**config.mk**
```make
export PLATFORM = sky130hd
export DESIGN_NAME = usb_buffer_arbiter
export DESIGN_NICKNAME = d
export VERILOG_FILES = /design/src/rtl/usb_buffer_arbiter.sv
export SDC_FILE = /design/constraint.sdc
export NUM_CORES = 1
export LEC_CHECK = 0
export CAP_MARGIN = 20
export CORE_ASPECT_RATIO = 0.5
export CORE_MARGIN = 2
export CORE_UTILIZATION = 24
export DETAILED_ROUTE_END_ITERATION = 8
export MAX_ROUTING_LAYER = met4
export PLACE_DENSITY_LB_ADDON = 0.3
export SLEW_MARGIN = 10
export SYNTH_ARGS = -nofsm -noshare
export SYNTH_HDL_FRONTEND = slang
export SYNTH_SLANG_ARGS = --single-unit
```
**constraint.sdc**
```tcl
create_clock -name clk48 -period 4.1 [get_ports clk48]
set_input_delay 0.41 -clock clk48 [delete_from_list [all_inputs] [get_ports clk48]]
set_output_delay 0.41 -clock clk48 [all_outputs]
set_load 0.05 [all_outputs]
```
**src/rtl/usb_buffer_arbiter.sv**
```systemverilog
// Arbitrates a shared single-port USB data buffer RAM between the core and the USB engine.
// Buffer ownership decides who may write; reads are always allowed, and a starving non-owner eventually wins.
module usb_buffer_arbiter #(
    parameter int BUFFER_WORDS = 255,
    parameter int STARVE_LIMIT = 4
) (
    input  logic        clk48,
    input  logic        reset_n,
    input  logic        core_req,
    input  logic [7:0]  core_addr,
    input  logic [31:0] core_wdata,
    input  logic [3:0]  core_wstrb,
    output logic        core_grant,
    output logic        core_rvalid,
    output logic [31:0] core_rdata,
    input  logic        usb_req,
    input  logic [7:0]  usb_addr,
    input  logic [31:0] usb_wdata,
    input  logic        usb_write,
    output logic        usb_grant,
    output logic        usb_rvalid,
    output logic [31:0] usb_rdata,
    input  logic        got_packet,
    input  logic        release_buf,
    output logic        owner,
    output logic [7:0]  ram_addr,
    output logic [31:0] ram_wdata,
    output logic [3:0]  ram_wstrb,
    input  logic [31:0] ram_rdata,
    output logic        violation,
    input  logic        violation_clear
);

    typedef enum logic {USB_OWNS = 1'b0, CORE_OWNS = 1'b1} own_state_t;

    localparam int SW = $clog2(STARVE_LIMIT + 1);
    localparam logic [SW-1:0] STALL_MAX = SW'(STARVE_LIMIT);
    localparam logic [8:0] WORDS = 9'(BUFFER_WORDS);

    own_state_t    state_q, state_d;
    logic [SW-1:0] stall_q, stall_d;
    logic          violation_q, violation_d;
    logic          core_pend_q, core_pend_d;
    logic          usb_pend_q, usb_pend_d;
    logic          oob_pend_q, oob_pend_d;

    logic          core_is_owner, starved, granted;
    logic          acc_write, acc_owner, acc_oob;
    logic [3:0]    acc_strb;
    logic          non_owner_req, non_owner_grant, viol_set;

    // got_packet has priority over release when both arrive together
    always_comb begin
        state_d = state_q;
        if (got_packet) begin
            state_d = CORE_OWNS;
        end else if (release_buf) begin
            state_d = USB_OWNS;
        end
    end

    always_comb begin
        core_is_owner = (state_q == CORE_OWNS);
        starved       = (stall_q == STALL_MAX);
        core_grant    = 1'b0;
        usb_grant     = 1'b0;
        if (reset_n) begin
            if (core_req && usb_req) begin
                if (core_is_owner != starved) begin
                    core_grant = 1'b1;
                end else begin
                    usb_grant = 1'b1;
                end
            end else begin
                core_grant = core_req;
                usb_grant  = usb_req;
            end
        end
    end

    always_comb begin
        ram_addr  = 8'd0;
        ram_wdata = 32'd0;
        ram_wstrb = 4'd0;
        acc_write = 1'b0;
        acc_owner = 1'b0;
        acc_strb  = 4'd0;
        granted   = core_grant | usb_grant;
        if (core_grant) begin
            ram_addr  = core_addr;
            ram_wdata = core_wdata;
            acc_write = |core_wstrb;
            acc_owner = core_is_owner;
            acc_strb  = core_wstrb;
        end else if (usb_grant) begin
            ram_addr  = usb_addr;
            ram_wdata = usb_wdata;
            acc_write = usb_write;
            acc_owner = !core_is_owner;
            acc_strb  = 4'b1111;
        end
        acc_oob = granted && ({1'b0, ram_addr} >= WORDS);
        // Illegal writes still consume the grant but never reach the RAM
        if (granted && acc_write && acc_owner && !acc_oob) begin
            ram_wstrb = acc_strb;
        end
        viol_set    = granted && (acc_oob || (acc_write && !acc_owner));
        violation_d = viol_set | (violation_q & ~violation_clear);
        core_pend_d = core_grant && !acc_write;
        usb_pend_d  = usb_grant && !acc_write;
        oob_pend_d  = acc_oob && !acc_write;
    end

    always_comb begin
        non_owner_req   = core_is_owner ? usb_req : core_req;
        non_owner_grant = core_is_owner ? usb_grant : core_grant;
        stall_d         = stall_q;
        if ((state_d != state_q) || non_owner_grant) begin
            stall_d = '0;
        end else if (non_owner_req && !starved) begin
            stall_d = stall_q + SW'(1);
        end
    end

    always_ff @(posedge clk48 or negedge reset_n) begin
        if (!reset_n) begin
            state_q     <= USB_OWNS;
            stall_q     <= '0;
            violation_q <= 1'b0;
            core_pend_q <= 1'b0;
            usb_pend_q  <= 1'b0;
            oob_pend_q  <= 1'b0;
        end else begin
            state_q     <= state_d;
            stall_q     <= stall_d;
            violation_q <= violation_d;
            core_pend_q <= core_pend_d;
            usb_pend_q  <= usb_pend_d;
            oob_pend_q  <= oob_pend_d;
        end
    end

    assign owner       = (state_q == CORE_OWNS);
    assign violation   = violation_q;
    assign core_rvalid = core_pend_q;
    assign usb_rvalid  = usb_pend_q;
    assign core_rdata  = (core_pend_q && !oob_pend_q) ? ram_rdata : 32'd0;
    assign usb_rdata   = (usb_pend_q && !oob_pend_q) ? ram_rdata : 32'd0;

endmodule

```
# [Word level (Yosys, flattened, before mapping)]
# Index checks and enable logic that the tools add are counted.
# W data, S select, Z words.
[totals] reg_bits=8 input_bits=124 out_inout_bits=114 word_cells=63
[classes] addsub=1 n_lt_le_gt_ge=1 n_eq_ne=3 muxes=25 n_bitwise=4 n_reduce_logical=23
[ops] operator="$mux W32" count=4
[ops] operator="$mux W8" count=2
[ops] operator="$mux W1" count=14
[ops] operator="$logic_and A1 B1 Y1" count=13
[ops] operator="$mux W4" count=3
[ops] operator="$ge A8 B8 Y1 const B" count=1
[ops] operator="$logic_not A1 Y1" count=6
[ops] operator="$mux W3" count=2
[ops] operator="$reduce_or A4 Y1" count=1
[ops] operator="$add A3 B1 Y3 const B" count=1
[ops] operator="$eq A3 B3 Y1 const B" count=1
[ops] operator="$logic_or A1 B1 Y1" count=2
[ops] operator="$ne A1 B1 Y1" count=2
[ops] operator="$or A1 B1 Y1" count=2
[ops] operator="$reduce_bool A2 Y1" count=1
[ops] operator="$and A1 B1 Y1" count=1
[ops] operator="$not A1 Y1" count=1

# [Longest topological paths before layout]
# Gate-level depths: netlist of run 1.
[depth] word_depth=12 depth_mapped=9

# [Worst setup path after synthesis of run 1]
# Ideal clock, no wire load.
[synth_path] path_kind="reg-to-output" from="register state_q (netlist: owner)" to="output ram_wstrb[0]" arrival_ns=2.727 required_ns=3.690 slack_ns=0.963 path_stages_with_launch=7 path_cell_list="dfrtp_1 -> buf_2 -> a21bo_2 -> a31oi_1 -> nand2_1 -> o21a_1 -> nor3_1"
[synth_via] elab_chain_len=11 elab_cells_between_ends=24 classes_between="1 x order compare; 1 x eq/ne; 15 x mux; 1 x bitwise; 6 x reduce/logical"
[synth_rtl] element="from (decl)" line_no="40" text="own_state_t state_q, state_d;"
[synth_rtl] element="from (signal assigned)" line_no="134" text="state_q <= state_d;"
[synth_rtl] element="$ne A1 B1 Y1" line_no="69" text="if (core_is_owner != starved) begin"
[synth_rtl] element="$mux W1" line_no="69"
[synth_rtl] element="$mux W1" line_no="68" text="if (core_req && usb_req) begin"
[synth_rtl] element="$mux W1" line_no="67" text="if (reset_n) begin"
[synth_rtl] element="$mux W8" line_no="95" text="end else if (usb_grant) begin"
[synth_rtl] element="$mux W8" line_no="89" text="if (core_grant) begin"
[synth_rtl] element="$ge A8 B8 Y1" line_no="102" text="acc_oob = granted && ({1'b0, ram_addr} >= WORDS);"
[synth_rtl] element="$logic_and A1 B1 Y1" line_no="102"
[synth_rtl] element="$logic_not A1 Y1" line_no="104" text="if (granted && acc_write && acc_owner && !acc_oob) begin"
[synth_rtl] element="$logic_and A1 B1 Y1" line_no="104"
[synth_rtl] element="$mux W4 *" line_no="104"
[synth_rtl] element="to (decl)" line_no="28" text="output logic [3:0] ram_wstrb,"
# Every way passes the cells marked *; elsewhere a longest branch is shown, timed or not.

# [Worst setup path after layout of run 1]
[layout_path] from="input reset_n" to="output ram_addr[7]"
[layout_via] elab_chain_len=3 elab_cells_between_ends=4 classes_between="4 x mux"
[layout_rtl] element="from (decl)" line_no="8" text="input logic reset_n,"
[layout_rtl] element="$mux W1" line_no="67"
[layout_rtl] element="$mux W8" line_no="95"
[layout_rtl] element="$mux W8 *" line_no="89"
[layout_rtl] element="to (decl)" line_no="26" text="output logic [7:0] ram_addr,"
# Marked as above.

==> impl_metrics.py, run 1 <==
metrics = {
    "pwr": {
        "cellLeakagePower_nw": 1.58,
        "power.density_cell_area_mw_per_mm2": 182,
        "vdd_drop_max_v": 0.000115,
    },
    "run": {
        "max-cap-violations": 0,
    },
    "timing": {
        "worst_slew_pin_slew_ns": 0.549,
        "setup_viol": 0,
        "final.min_clock_period_ns": 3.41,
        "unrepaired_setup_endpoints_after_global_routing": "false",
        "setup-tns-final_ns": 0,
        "fmax_mhz": 293,
        "slew_violations": 0,
        "min_period_over_period_pct": 83.1,
        "fin_worst_skew_ns": 0.00156,
        "finalHoldViolCount": 0,
        "slew_headroom_pct": 63.3,
    },
    "global_routing": {
        "grt_use_met1_pct": 20.7,
        "grt.met2_usage_pct": 41.3,
        "grt_antenna_before_repair": 0,
        "number_of_global_route_vias_before_repair": 2252,
        "largest_net_degree_at_the_start_of_global_routing": 33,
        "grt_use_total_pct": 19.8,
        "gr-usage-met3_pct": 1.74,
        "grt-ovfl-total": 0,
        "wire_length_of_the_first_global_routing_pass_mm": 10.5,
        "grt_busiest_layer": "met2",
    },
    "clock_tree": {
        "cts.clk_slew.worst_paths_ns": 0.04,
        "post_cts_setup_buffer_count": 0,
        "cts-resized-gates": 0,
        "cts.path.max_buffers": 2,
        "cts-buffers-inserted": 3,
        "cts_htree_levels": 1,
        "cts_hold_buf": 0,
        "clk-insertion-delay-late_ns": 0.23,
        "numClockSinks": 8,
        "tritoncts": "yes",
        "cts_root_buffer": "clkbuf_16",
    },
    "route": {
        "via_count": 2385,
        "drt_iter0_drc": 82,
        "antenna_violating_nets_post_route": 0,
        "post_drt_wl_per_cell_um": 14.6,
        "firstDrtPassIters": 4,
        "residual_drc_count": 0,
        "post_drt_via_cell_ratio": 4.77,
        "totalWireLength_mm": 7.28,
    },
    "critical_path": {
        "worstPathBufferInverterCount": 3,
        "worstPathMaxFanout": 29,
        "critical_path_arrival_ns": 3.00,
        "slowest_stage": "clkdlybuf4s50_1",
        "crit_chain": "clkdlybuf4s50_1, o2111a_2, buf_12, a22o_1, clkdlybuf4s50_1",
        "critPathCaptureType": "primary output",
        "critPathRequiredTime_ns": 3.69,
        "cp_common_cell": "clkdlybuf4s50_1",
        "worst_path_dominant_cell_family": "buffers and inverters",
        "setup.worst_path.start_class": "input pin",
        "timing.setup.critical_path_class": "in -> out",
        "largest_stage_delay_on_the_critical_path_ns": 0.80,
    },
    "placement": {
        "routabilityCongestion": 0.712,
        "place.port_buffers": 237,
        "place_hpwl_mm": 6.19,
        "placement.cell_area_mm2": 0.00396,
    },
    "floorplanning": {
        "number_of_rows_created_at_floorplan": 20,
        "die_h_um": 59.3,
        "io_pins": 238,
        "initial_core_util_pct": 24.5,
        "chipWidth_um": 115,
        "coreArea_mm2": 0.00598,
        "die_area_mm2": 0.00679,
    },
    "layout": {
        "flow.area_growth_from_synthesis_pct": 175,
        "postLayoutCellArea_mm2": 0.00403,
        "area_of_the_multi_input_gates_mm2": 0.00117,
        "fillers": 499,
        "area.sequential_um2": 200,
        "drive_above_1_share_pct": 4.73,
        "fin_nets": 551,
        "number_of_antenna_cells_inserted": 0,
    },
    "yosys": {
        "synth-async-reset-ratio_pct": 100,
        "yosys.area.top_type_share_pct": 27.7,
        "ys_seq_area_share_pct": 13.7,
        "yosys_warnings": 0,
        "synth.avg_cell_area_um2": 7.48,
        "cell_taking_the_most_area_after_synthesis": "and2_1",
        "post_synth_edffs": 0,
        "synthTopCellsByCount": "65 x and2_1, 40 x a22o_1, 10 x nor2_1, 9 x buf_2, 9 x nand2_1",
        "netlist_instances": 196,
        "synth_cell_type_count": 30,
        "ys.flop_type": "dfrtp_1",
        "netlist_area_mm2": 0.00147,
        "syn_nets": 322,
        "synth.ff_latch_count": 8,
        "dominant_cells_by_area_after_synthesis": "and2_1 28%, a22o_1 24%, dfrtp_1 14%, a32oi_2 4.4%, buf_2 3.1%",
        "synth.most_common_cell": "and2_1",
    },
    "min_path": {
        "holdCritPathClass": "in -> async",
    },
    "run_status": {
        "outcome": "complete, no violations",
    },
}
==> layout by cell type, fill, tap and decap left out, types with 2 or more instances in the layout <==
master,count
nand3_1,2
a21oi_1,6
nand2_1,9
buf_4,4
dfrtp_1,8
o21ai_0,2
inv_1,6
nor2b_1,2
ha_1,2
and3_1,3
clkbuf_16,3
and2_1,65
nor2_1,10
a32oi_2,4
buf_12,5
clkdlybuf4s50_1,233
a22o_1,40
nor3_1,5
mux2i_1,2
==> logic make-up after synthesis <==
| kind of cell | count (synthesis) | synth area share [%] |
|---|---|---|
| mux | 2 | 1.37 |
| fa+ha+maj | 2 | 1.71 |
| flops | 8 | 13.7 |
| compound gates | 57 | 34.0 |
| simple gates | 101 | 40.6 |
| buf+inv | 24 | 7.42 |
| xor+xnor | 2 | 1.19 |
==> registers in the layout (all words and copies together) (netlist names) <==
| name | cells |
|---|---|
| owner | 1 |
| usb_rvalid | 1 |
| oob_pend_q | 1 |
| stall_q | 3 |
| violation | 1 |
| core_rvalid | 1 |
==> metal layers <==
layer / vias to the layer above / wire, µm
met5: - / 0
met4: 0 / 61
met3: 9 / 438
li1: 1158 / -
met1: 1119 / 2740
met2: 99 / 4050
==> worst register-to-register path, delay by kind of cell, from the launching register on <==
family	cells	cell delay, ns
AOI/OAI and AO/OA	2	0.74
adders and majority gates	1	0.21
buffers and inverters	2	0.32
DFF	1	0.40
and+or+nand+nor	3	0.84
==> area by class of cell <==
| type | count | area share (%) |
|---|---|---|
| Timing Repair Buffer | 242 | 61.1 |
| Multi-Input combinational cell | 164 | 29.1 |
| Sequential cell | 8 | 4.97 |
| Tap cell | 77 | 2.39 |
| Clock buffer | 3 | 1.86 |
| Inverter | 6 | 0.559 |
==> final timing paths <==
check	cells after the start	end	slack, ns	startpoint
max reg2reg	8	oob_pend_q$_DFF_PN0_	1.53	stall_q[0]$_DFFE_PN0P_
min	1	stall_q[0]$_DFFE_PN0P_	0.48	reset_n
min in group clk48	2	stall_q[1]$_DFFE_PN0P_	0.59	stall_q[1]$_DFFE_PN0P_
max in group asynchronous	1	core_rvalid$_DFF_PN0_	3.32	reset_n
max	5	ram_addr[7]	0.69	reset_n
min reg2reg	2	stall_q[1]$_DFFE_PN0P_	0.59	stall_q[1]$_DFFE_PN0P_
==> per-stage QoR <==
stage          power [mW]  cells  hold slack [ns]  setup WS, ns  utilization (%)
2_1_floorplan       0.340    196            0.114         0.963                -
3_3_place_gp        0.563    497            0.539         0.755             66.1
3_5_place_dp        0.571    497            0.566         0.668             66.1
4_1_cts             0.737    500            0.489         0.672             67.4
5_1_grt             0.760    500            0.506         0.542             67.4
6_report            0.732    500            0.483         0.693             67.4
==> report_power, final <==
| part | total (mW) | internal [mW] | switching (mW) |
|---|---|---|---|
| registers | 0.0925 | 0.0858 | 0.00671 |
| logic | 0.476 | 0.223 | 0.254 |
| clock network | 0.163 | 0.126 | 0.0377 |
| total | 0.732 | 0.434 | 0.298 |
No activity file was read; power rests on OpenSTA's default activity.
==> run 2: changes to the inputs <==
--- a/config.mk
+++ b/config.mk
@@ -8,7 +8,7 @@
 export CAP_MARGIN = 20
 export CORE_ASPECT_RATIO = 0.5
 export CORE_MARGIN = 2
-export CORE_UTILIZATION = 24
+export CORE_UTILIZATION = 22
 export DETAILED_ROUTE_END_ITERATION = 8
 export MAX_ROUTING_LAYER = met4
 export PLACE_DENSITY_LB_ADDON = 0.3
==> constraint.sdc (replaced) <==
create_clock -name clk48 -period 3.4 [get_ports clk48]
set_input_delay 0.34 -clock clk48 [delete_from_list [all_inputs] [get_ports clk48]]
set_output_delay 0.34 -clock clk48 [all_outputs]
set_load 0.05 [all_outputs]
==> run 2 against run 1 <==
First-iteration DRC count rose by 43%. Cell area fell by 2.8%. Power grew 20%. Clock power is 21% higher. Sequential share of layout area increased by 0.14 points. Via count is 0.29% lower. Register-to-register slack lost 0.32 ns. Global-route usage hardly changed. Cell count is 2.6% higher. Highest routed layer unchanged.
==> impl_metrics.py, run 2 (synthesis gave the netlist of run 1 again) <==
metrics = {
    "run_status": {
        "outcome": "complete, no violations",
    },
    "critical_path": {
        "critPathRequiredTime_ns": 3.06,
        "critical_path_arrival_ns": 2.46,
        "worstPathMaxFanout": 15,
        "setup.worst_path.start_class": "register",
        "timing.setup.critical_path_class": "reg -> out",
        "critPathCaptureType": "primary output",
    },
    "clock_tree": {
        "cts.clk_slew.worst_paths_ns": 0.04,
        "tritoncts": "yes",
        "cts-resized-gates": 0,
        "cts_htree_levels": 1,
        "cts_root_buffer": "clkbuf_16",
        "cts-buffers-inserted": 3,
        "clk-insertion-delay-late_ns": 0.23,
        "cts.path.max_buffers": 2,
        "numClockSinks": 8,
        "cts_hold_buf": 0,
        "post_cts_setup_buffer_count": 0,
    },
    "timing": {
        "slew_violations": 0,
        "finalHoldViolCount": 0,
        "setup_viol": 0,
        "min_period_over_period_pct": 82.5,
        "fin_worst_skew_ns": 0.00438,
        "setup-tns-final_ns": 0,
        "timing.hold.ws_ns": 0.391,
        "slew_headroom_pct": 58.4,
        "unrepaired_setup_endpoints_after_global_routing": "false",
        "final.min_clock_period_ns": 2.80,
        "fmax_mhz": 357,
        "worst_slew_pin_slew_ns": 0.623,
    },
    "pwr": {
        "power.density_cell_area_mw_per_mm2": 224,
        "cellLeakagePower_nw": 1.65,
        "vdd_drop_max_v": 0.000141,
    },
    "route": {
        "firstDrtPassIters": 4,
        "drt_iter0_drc": 117,
        "antenna_violating_nets_post_route": 0,
        "totalWireLength_mm": 7.80,
        "post_drt_wl_per_cell_um": 15.2,
        "via_count": 2378,
        "post_drt_via_cell_ratio": 4.64,
        "residual_drc_count": 0,
    },
    "floorplanning": {
        "chipWidth_um": 119,
        "number_of_rows_created_at_floorplan": 20,
        "io_pins": 238,
        "die_area_mm2": 0.00737,
        "coreArea_mm2": 0.00626,
        "initial_core_util_pct": 23.4,
        "die_h_um": 61.7,
    },
    "run": {
        "max-cap-violations": 0,
    },
    "global_routing": {
        "grt-ovfl-total": 0,
        "grt_antenna_before_repair": 0,
        "wire_length_of_the_first_global_routing_pass_mm": 11.4,
        "number_of_global_route_vias_before_repair": 2283,
        "largest_net_degree_at_the_start_of_global_routing": 33,
        "grt_use_total_pct": 19.8,
    },
    "layout": {
        "fin_nets": 553,
        "layout_commonest_cell": "clkdlybuf4s50_1",
        "flow.area_growth_from_synthesis_pct": 167,
        "post-route-util_pct": 62.6,
        "number_of_antenna_cells_inserted": 0,
        "finalNonFillerCells": 513,
        "highest_count_cells_in_the_layout_ignoring_fill_and_taps": "192 x clkdlybuf4s50_1, 65 x and2_1, 50 x buf_4",
        "flip_flop_count_of_the_largest_register_all_copies_and_words_added": 3,
        "drive_above_1_share_pct": 14.8,
        "max_flop_register": "stall_q",
    },
    "placement": {
        "place.detailed.instances": 510,
        "routabilityCongestion": 0.830,
        "place.port_buffers": 237,
        "place_hpwl_mm": 6.43,
    },
    "min_path": {
        "holdCritPathClass": "in -> async",
    },
}
-- run 2: final cells by class --
type | count | area [µm²]
Clock buffer | 3 | 75.1
Fill cell | 514 | 2340
Inverter | 6 | 22.5
Multi-Input combinational cell | 164 | 1170
Sequential cell | 8 | 200
Tap cell | 88 | 110
Timing Repair Buffer | 244 | 2340
-- run 2: report_power, final --
part | switching, mW | internal, mW
Clock | 0.0460 | 0.152
Combinational | 0.310 | 0.258
Sequential | 0.00903 | 0.103
-- run 2: final timing paths --
| kind | depth (start not counted) | slack [ns] | end | start |
|---|---|---|---|---|
| hold / removal | 2 | 0.39 | stall_q[1]$_DFFE_PN0P_ | reset_n |
| setup / recovery | 9 | 0.60 | ram_wstrb[2] | stall_q[0]$_DFFE_PN0P_ |
| hold reg to reg | 2 | 0.59 | stall_q[1]$_DFFE_PN0P_ | stall_q[1]$_DFFE_PN0P_ |
| max in group asynchronous | 2 | 2.87 | usb_rvalid$_DFF_PN0_ | reset_n |
| setup reg to reg | 7 | 1.21 | oob_pend_q$_DFF_PN0_ | stall_q[0]$_DFFE_PN0P_ |
| min in group clk48 | 2 | 0.59 | stall_q[1]$_DFFE_PN0P_ | stall_q[1]$_DFFE_PN0P_ |
-- run 2: routing by layer --
layer | vias to the layer above | part of all wire (%) | wire length [µm] | track usage (%)
met4 | 0 | 0.85 | 66 | 6.72
met3 | 8 | 5.8 | 456 | 3.01
met5 | - | 0 | 0 | -
met1 | 1109 | 40 | 3140 | 22.4
li1 | 1163 | - | - | -
met2 | 98 | 53 | 4140 | 37.5
-- run 2: through the flow --
| stage | power (mW) | setup slack, ns | instance area (µm²) |
|---|---|---|---|
| 2_1_floorplan | 0.410 | 0.333 | 1470 |
| 3_3_place_gp | 0.671 | 0.820 | 3840 |
| 3_5_place_dp | 0.679 | 0.757 | 3840 |
| 4_1_cts | 0.883 | 0.604 | 3920 |
| 5_1_grt | 0.917 | 0.418 | 3920 |
| 6_report | 0.878 | 0.596 | 3920 |
-- run 2: worst max-delay path: stages (launching register included) --
cell and delay [ns]:
dfrtp_1 0.39, inv_1 0.07, ha_1 0.25, and2_1 0.18
o2111a_2 0.41, buf_4 0.26, nand3_1 0.09, o21a_1 0.15
nor3_1 0.19, buf_4 0.23
